[src/rtl/vrf_read_request_sequencer.sv]
// Expands one VRF read command into a register-group sequence of read requests.
// It issues one request per cycle under ready/valid and reports completion per instruction.
module vrf_read_request_sequencer #(
  parameter int unsigned VS_WIDTH    = 5,
  parameter int unsigned COUNT_WIDTH = 4,
  parameter int unsigned MAX_REGS    = 8
) (
  input  logic                   clock,
  input  logic                   reset,
  input  logic                   cmd_valid,
  output logic                   cmd_ready,
  input  logic [VS_WIDTH-1:0]    cmd_bits_vsBase,
  input  logic [COUNT_WIDTH-1:0] cmd_bits_regCount,
  input  logic [1:0]             cmd_bits_readSource,
  input  logic [2:0]             cmd_bits_instructionIndex,
  output logic                   req_valid,
  input  logic                   req_ready,
  output logic [VS_WIDTH-1:0]    req_bits_vs,
  output logic [1:0]             req_bits_readSource,
  output logic [2:0]             req_bits_instructionIndex,
  input  logic                   kill_valid,
  input  logic [2:0]             kill_bits_instructionIndex,
  output logic                   done_valid,
  output logic [2:0]             done_bits_instructionIndex,
  output logic                   busy
);

  typedef enum logic [0:0] {StIdle, StIssue} state_e;

  localparam logic [COUNT_WIDTH-1:0] MaxRegs = COUNT_WIDTH'(MAX_REGS);

  state_e                 r_state;
  logic [COUNT_WIDTH-1:0] r_offset;
  logic [COUNT_WIDTH-1:0] r_count;
  logic [VS_WIDTH-1:0]    r_vs_base;
  logic [1:0]             r_src;
  logic [2:0]             r_idx;
  logic                   r_done_valid;
  logic [2:0]             r_done_idx;

  state_e                 w_state_next;
  logic [COUNT_WIDTH-1:0] w_offset_next;
  logic [COUNT_WIDTH-1:0] w_count_next;
  logic [VS_WIDTH-1:0]    w_vs_base_next;
  logic [1:0]             w_src_next;
  logic [2:0]             w_idx_next;
  logic                   w_done_valid_next;
  logic [2:0]             w_done_idx_next;

  logic                   w_cmd_fire;
  logic                   w_req_fire;
  logic                   w_last;
  logic                   w_kill;
  logic [COUNT_WIDTH-1:0] w_eff_count;

  always_comb begin
    cmd_ready                  = (r_state == StIdle);
    req_valid                  = (r_state == StIssue);
    busy                       = (r_state != StIdle);
    req_bits_vs                = r_vs_base + VS_WIDTH'(r_offset);
    req_bits_readSource        = r_src;
    req_bits_instructionIndex  = r_idx;
    done_valid                 = r_done_valid;
    done_bits_instructionIndex = r_done_idx;

    w_cmd_fire  = cmd_valid & cmd_ready;
    w_req_fire  = req_valid & req_ready;
    w_last      = (r_offset == (r_count - COUNT_WIDTH'(1)));
    w_kill      = kill_valid & (kill_bits_instructionIndex == r_idx) & (r_state == StIssue);
    w_eff_count = (cmd_bits_regCount > MaxRegs) ? MaxRegs : cmd_bits_regCount;
  end

  always_comb begin
    w_state_next      = r_state;
    w_offset_next     = r_offset;
    w_count_next      = r_count;
    w_vs_base_next    = r_vs_base;
    w_src_next        = r_src;
    w_idx_next        = r_idx;
    w_done_valid_next = 1'b0;
    w_done_idx_next   = r_done_idx;

    unique case (r_state)
      StIdle: begin
        if (w_cmd_fire) begin
          w_vs_base_next = cmd_bits_vsBase;
          w_src_next     = cmd_bits_readSource;
          w_idx_next     = cmd_bits_instructionIndex;
          w_count_next   = w_eff_count;
          w_offset_next  = '0;
          if (w_eff_count == '0) begin
            w_done_valid_next = 1'b1;
            w_done_idx_next   = cmd_bits_instructionIndex;
          end else begin
            w_state_next = StIssue;
          end
        end
      end
      StIssue: begin
        // A final fire completes the group even if a kill lands in the same cycle.
        if (w_req_fire && w_last) begin
          w_state_next      = StIdle;
          w_offset_next     = '0;
          w_done_valid_next = 1'b1;
          w_done_idx_next   = r_idx;
        end else if (w_kill) begin
          w_state_next  = StIdle;
          w_offset_next = '0;
        end else if (w_req_fire) begin
          w_offset_next = r_offset + COUNT_WIDTH'(1);
        end
      end
      default: w_state_next = StIdle;
    endcase
  end

  always_ff @(posedge clock) begin
    if (reset) begin
      r_state      <= StIdle;
      r_offset     <= '0;
      r_count      <= '0;
      r_vs_base    <= '0;
      r_src        <= '0;
      r_idx        <= '0;
      r_done_valid <= 1'b0;
      r_done_idx   <= '0;
    end else begin
      r_state      <= w_state_next;
      r_offset     <= w_offset_next;
      r_count      <= w_count_next;
      r_vs_base    <= w_vs_base_next;
      r_src        <= w_src_next;
      r_idx        <= w_idx_next;
      r_done_valid <= w_done_valid_next;
      r_done_idx   <= w_done_idx_next;
    end
  end

endmodule
[config.mk]
export PLATFORM = sky130hd
export DESIGN_NAME = vrf_read_request_sequencer
export DESIGN_NICKNAME = d
export VERILOG_FILES = /design/src/rtl/vrf_read_request_sequencer.sv
export SDC_FILE = /design/constraint.sdc
export NUM_CORES = 1
export LEC_CHECK = 0
export ABC_AREA = 1
export BUFFER_PORTS_ARGS = -buffer_cell sky130_fd_sc_hd__buf_2
export CAP_MARGIN = 30
export CORE_UTILIZATION = 25
export DETAILED_ROUTE_END_ITERATION = 8
export PLACE_DENSITY = 0.42
export SKIP_CTS_REPAIR_TIMING = 1
export SYNTH_ARGS = -nofsm -noshare
export SYNTH_HDL_FRONTEND = slang
export SYNTH_SLANG_ARGS = --single-unit
[constraint.sdc]
create_clock -name clock -period 4.05 [get_ports clock]
set_input_delay 1.215 -clock clock [delete_from_list [all_inputs] [get_ports clock]]
set_output_delay 1.215 -clock clock [all_outputs]
set_load 0.01 [all_outputs]
* Word-level counts from Yosys, hierarchy flattened
Cells that the tools add are included.
Storage, ports and cells: output and inout port bits 17, flip-flop bits (word level) 23, word-level logic and storage cells 47, bits of input ports 22
Operators by class: $add $sub $neg 3, reductions and logical operators 5, multiplexer cells 19, equal/unequal tests 6, order comparisons 1, bitwise gates (word level) 5
Operators with widths (count):
- 4-bit two-way mux | 5
- 3-bit two-way mux | 3
- 4-bit one-hot mux with 2 select lines | 1
- 1-bit two-way mux | 7
- 2-bit by 1-bit != test with 1-bit output, second input constant | 3
- 3-bit one-hot mux with 2 select lines | 1
- 5-bit by 4-bit adder with 5-bit output | 1
- 4-bit by 1-bit adder with 4-bit output, second input constant | 1
- 1-bit AND | 4
- 4-bit equality test | 1
- 4-bit > comparator, second input constant | 1
- 4-bit logical NOT | 1
- 4-bit by 1-bit != test with 1-bit output, second input constant | 1
- 1-bit one-hot mux with 2 select lines | 2
- 2-bit AND reduction | 2
- 4-bit by 1-bit subtractor with 4-bit output, second input constant | 1
- 3-bit equality test | 1
- 3-bit AND reduction | 1
- 1-bit logical AND | 1
- 1-bit NOT | 1

* Logic depth before layout (Yosys ltp)
depth in word-level cells 6, mapped depth 12, depth with buffers taken out 12

* Least setup slack after synthesis
No wires, ideal clock.
path type reg2out, start point register r_offset[0], end point output req_bits_vs[4], stages on the path, launching flop included 6, arrival time 1.436 ns, setup slack 1.399 ns, path buffers 0, required time 2.835 ns, cell sequence dfxtp_1 ha_1 inv_1 fa_1 o21ai_0 xor2_1
Between the ends: cells in the longest elaborated chain, start to end 1
RTL lines:
- start, declared | RTL line 33 | logic [COUNT_WIDTH-1:0] r_offset;
- start signal, assigned | RTL line 129 | r_offset <= w_offset_next;
- 5-bit by 4-bit adder with 5-bit output | RTL line 60 | req_bits_vs = r_vs_base + VS_WIDTH'(r_offset);
- end, declared | RTL line 18 | output logic [VS_WIDTH-1:0] req_bits_vs,
No other way between the ends.

* Final worst setup path
Same ends and word-level chain as after synthesis.

==> flow_metrics.env <==
export IMPL_cts_tree="done"
export IMPL_total_power_mw=0.535
export IMPL_drtPass1Iterations=4
export IMPL_grt_pass1_wl_um=5300
export IMPL_syn_num_nets=220
export IMPL_slowest_stage="dfxtp_1"
export IMPL_drtAntennaViolNets=0
export IMPL_path_cells="ha_1 -> inv_1 -> fa_1 -> o21ai_0 -> xor2_1 -> buf_2"
export IMPL_synth_warnings=0
export IMPL_ys_top_cells_by_area="dfxtp_1 35%, nand2_1 11%, nor2_1 8.0%, ha_1 5.7%, inv_1 5.7%"
export IMPL_cts_root_buf="clkbuf_8"
export IMPL_top_layer="met4"
export IMPL_met3_length_um=164
export IMPL_drc=0
export IMPL_p_comb_share_pct=24.9
export IMPL_slowest_delay_ns=0.45
export IMPL_leakage_nw=0.833
export IMPL_finalInstanceArea_um2=1610
export IMPL_die_h_um=74.4
export IMPL_fin_nets=259
export IMPL_worstMarginPinSlew_ns=0.423
export IMPL_finalWeightedCongestion=0.731
export IMPL_port_buffers=38
export IMPL_holdCritStartpoint="req_bits_instructionIndex[2]$_SDFFE_PP0P_"
export IMPL_cts_sinks=23
export IMPL_r2r_start="r_count[0]$_SDFFE_PP0P_"
export IMPL_io_pins=39
export IMPL_cp_end_kind="output port"
export IMPL_dr_wl_met2_um=1410
export IMPL_finalCritPeriodShare_pct=76.7
export IMPL_grt_max_degree=21
export IMPL_ys_seq_elements=23
export IMPL_htree_levels=1
export IMPL_hold_viol=0
export IMPL_coreArea_um2=4880
export IMPL_dieArea_um2=5540
export IMPL_crit_arrival_ns=1.89
export IMPL_cts_buffers=3
export IMPL_syn_avg_cell_area_um2=6.87
export IMPL_vias=1245
export IMPL_yosysUniqueCellTypes=23
export IMPL_crit_start="r_offset[0]$_SDFFE_PP0P_"
export IMPL_path_buf_inv=2
export IMPL_seq_area_frac_synth_pct=35.1
export IMPL_die_w_um=74.4
export IMPL_syn_area_um2=1310
export IMPL_synthToLayoutAreaGrowth_pct=22.6
export IMPL_required_ns=2.83
export IMPL_antenna_found_initial=0
export IMPL_cp_max_fo=6
export IMPL_drive_gt1_share_pct=24.9
export IMPL_swShare_pct=31.4
export IMPL_place_area_um2=1560
export IMPL_power_density_nw_per_um2=333
export IMPL_netSwitchingPower_mw=0.168
export IMPL_clk_pin_slew_ns=0.09
export IMPL_grt_pass1_vias=1141
export IMPL_place_ws_ns=1.25
export IMPL_layout_min_cycle_time_ns=3.11
export IMPL_post_synth_inst_count=191
export IMPL_finClkSkew_ns=0.00832
export IMPL_hp_class="flop to flop"
export IMPL_p_clk_share_pct=26.8
export IMPL_fin_ws_ns=0.943
export IMPL_dp_hpwl_um=2390
export IMPL_p_int_mw=0.367
export IMPL_grtUsageTotal_pct=12.5
export IMPL_pwr_share_seq_pct=48.3
export IMPL_ir_worst_vdd_mv=0.184
export IMPL_cp_top_family="adder cells"
export IMPL_critical_path_startpoint_type="flop"
export IMPL_drv_cap=0
export IMPL_cts_buffer_depth=2
export IMPL_drv_slew=0
export IMPL_first_iter_violations=59
export IMPL_rsz0062_at_grt="no"
export IMPL_routed_via_density=4.21
export IMPL_clk_latency_ns=0.26
export IMPL_row_count=25
export IMPL_n_antenna_cell=0
export IMPL_totalWireLength_um=3140
export IMPL_critPathKind="flop to output port"
export IMPL_finish_utilization_pct=32.9
export IMPL_synth_largest_area_cell="dfxtp_1"
export IMPL_synth_top_cell_area_share_pct=35.1
export IMPL_timing_setup_tns_ns=0
export IMPL_setup_viol=0
export IMPL_routedWlPerCell_um=10.6
export IMPL_regToRegSetupSlack_ns=2.37
export IMPL_start_util_pct=26.9
export IMPL_slew_headroom_pct=71.5
export IMPL_grt_overflow_total=0
export IMPL_drt_met1_wl_um=1550
export IMPL_timing_fmax_ghz=0.322
export IMPL_outcome="finished clean"
==> state kept, by name, summed over array words and instances, names as in the netlist <==
| signal | flops |
|---|---|
| done_valid | 1 |
| done_bits_instructionIndex | 3 |
| req_bits_instructionIndex | 3 |
| r_vs_base | 5 |
| r_count | 4 |
| busy | 1 |
| req_bits_readSource | 2 |
| r_offset | 4 |
==> cell usage after synthesis <==
| cell | count |
|---|---|
| nor4_1 | 1 |
| dfxtp_1 | 23 |
| xor2_1 | 4 |
| o21ai_0 | 6 |
| or2_2 | 1 |
| o21ai_1 | 12 |
| nand2_2 | 2 |
| nor2_2 | 4 |
| ha_1 | 6 |
| buf_4 | 1 |
| nand3_1 | 15 |
| nand3_4 | 2 |
| fa_1 | 1 |
| a211oi_1 | 1 |
| a21oi_1 | 12 |
| clkinv_1 | 1 |
| nand2_1 | 37 |
| xnor2_1 | 1 |
| inv_2 | 7 |
| buf_2 | 3 |
| inv_1 | 20 |
| nor2_1 | 28 |
| a22oi_1 | 3 |
==> metal layers <==
layer | track usage [%] | vias up
met5 | 0 | -
met4 | 2.52 | 0
met3 | 3.93 | 2
met2 | 19.8 | 24
met1 | 16.7 | 538
li1 | - | 681
==> cells by family (layout without fill, tap and decap cells) <==
| family | after synthesis | after routing | synth area share (%) |
|---|---|---|---|
| compound gates | 34 | 34 | 13.7 |
| xor+xnor | 5 | 5 | 3.34 |
| fa+ha+maj | 7 | 7 | 7.25 |
| buf+inv | 32 | 70 | 9.73 |
| flops | 23 | 23 | 35.1 |
| simple gates | 90 | 90 | 30.8 |
==> placed cells by master, fill, tap and decap left out, drive strengths merged <==
| cell | synthesis | layout |
|---|---|---|
| fa | 1 | 1 |
| ha | 6 | 6 |
| xnor2 | 1 | 1 |
| inv | 27 | 27 |
| clkbuf | 0 | 4 |
| a211oi | 1 | 1 |
| clkinv | 1 | 1 |
| dfxtp | 23 | 23 |
| buf | 4 | 38 |
| or2 | 1 | 1 |
| xor2 | 4 | 4 |
| a21oi | 12 | 12 |
| nand3 | 17 | 17 |
| a22oi | 3 | 3 |
| nor2 | 32 | 32 |
| nand2 | 39 | 39 |
| o21ai | 18 | 18 |
| nor4 | 1 | 1 |
==> worst min-delay path: stages (launching register included) <==
cell and delay [ns]:
dfxtp_1 0.33, inv_2 0.06, a21oi_1 0.05
==> path summary, 6_finish.rpt <==
path,cells after the start,to
worst max-delay path,6,req_bits_vs[4]
worst min-delay path,2,req_bits_instructionIndex[2]$_SDFFE_PP0P_
worst max register to register,10,done_bits_instructionIndex[2]$_SDFFE_PP0P_
worst min register to register,2,req_bits_instructionIndex[2]$_SDFFE_PP0P_
==> per-stage QoR <==
step,std cells,hold slack (ns)
after detailed placement,292,0.478
after global placement,292,0.479
after global routing,296,0.524
final,296,0.491
after floorplan,191,0.469
after CTS,296,0.497
==> power groups by stage <==
| stage | Combinational (mW) | Sequential [mW] | Clock [mW] |
|---|---|---|---|
| 2_1_floorplan | 0.0915 | 0.263 | 0 |
| 3_3_place_gp | 0.136 | 0.264 | 0 |
| 3_5_place_dp | 0.135 | 0.265 | 0 |
| 4_1_cts | 0.136 | 0.259 | 0.152 |
| 5_1_grt | 0.153 | 0.262 | 0.161 |
| 6_report | 0.133 | 0.259 | 0.143 |
==> cell type report <==
cell class,count,area [um^2]
Tap cell,67,83.8
Multi-Input combinational cell,136,723
Timing Repair Buffer,38,190
Inverter,28,105
Fill cell,564,3270
Clock buffer,4,45.0
Sequential cell,23,460
Power figures use the tool's default switching activity.
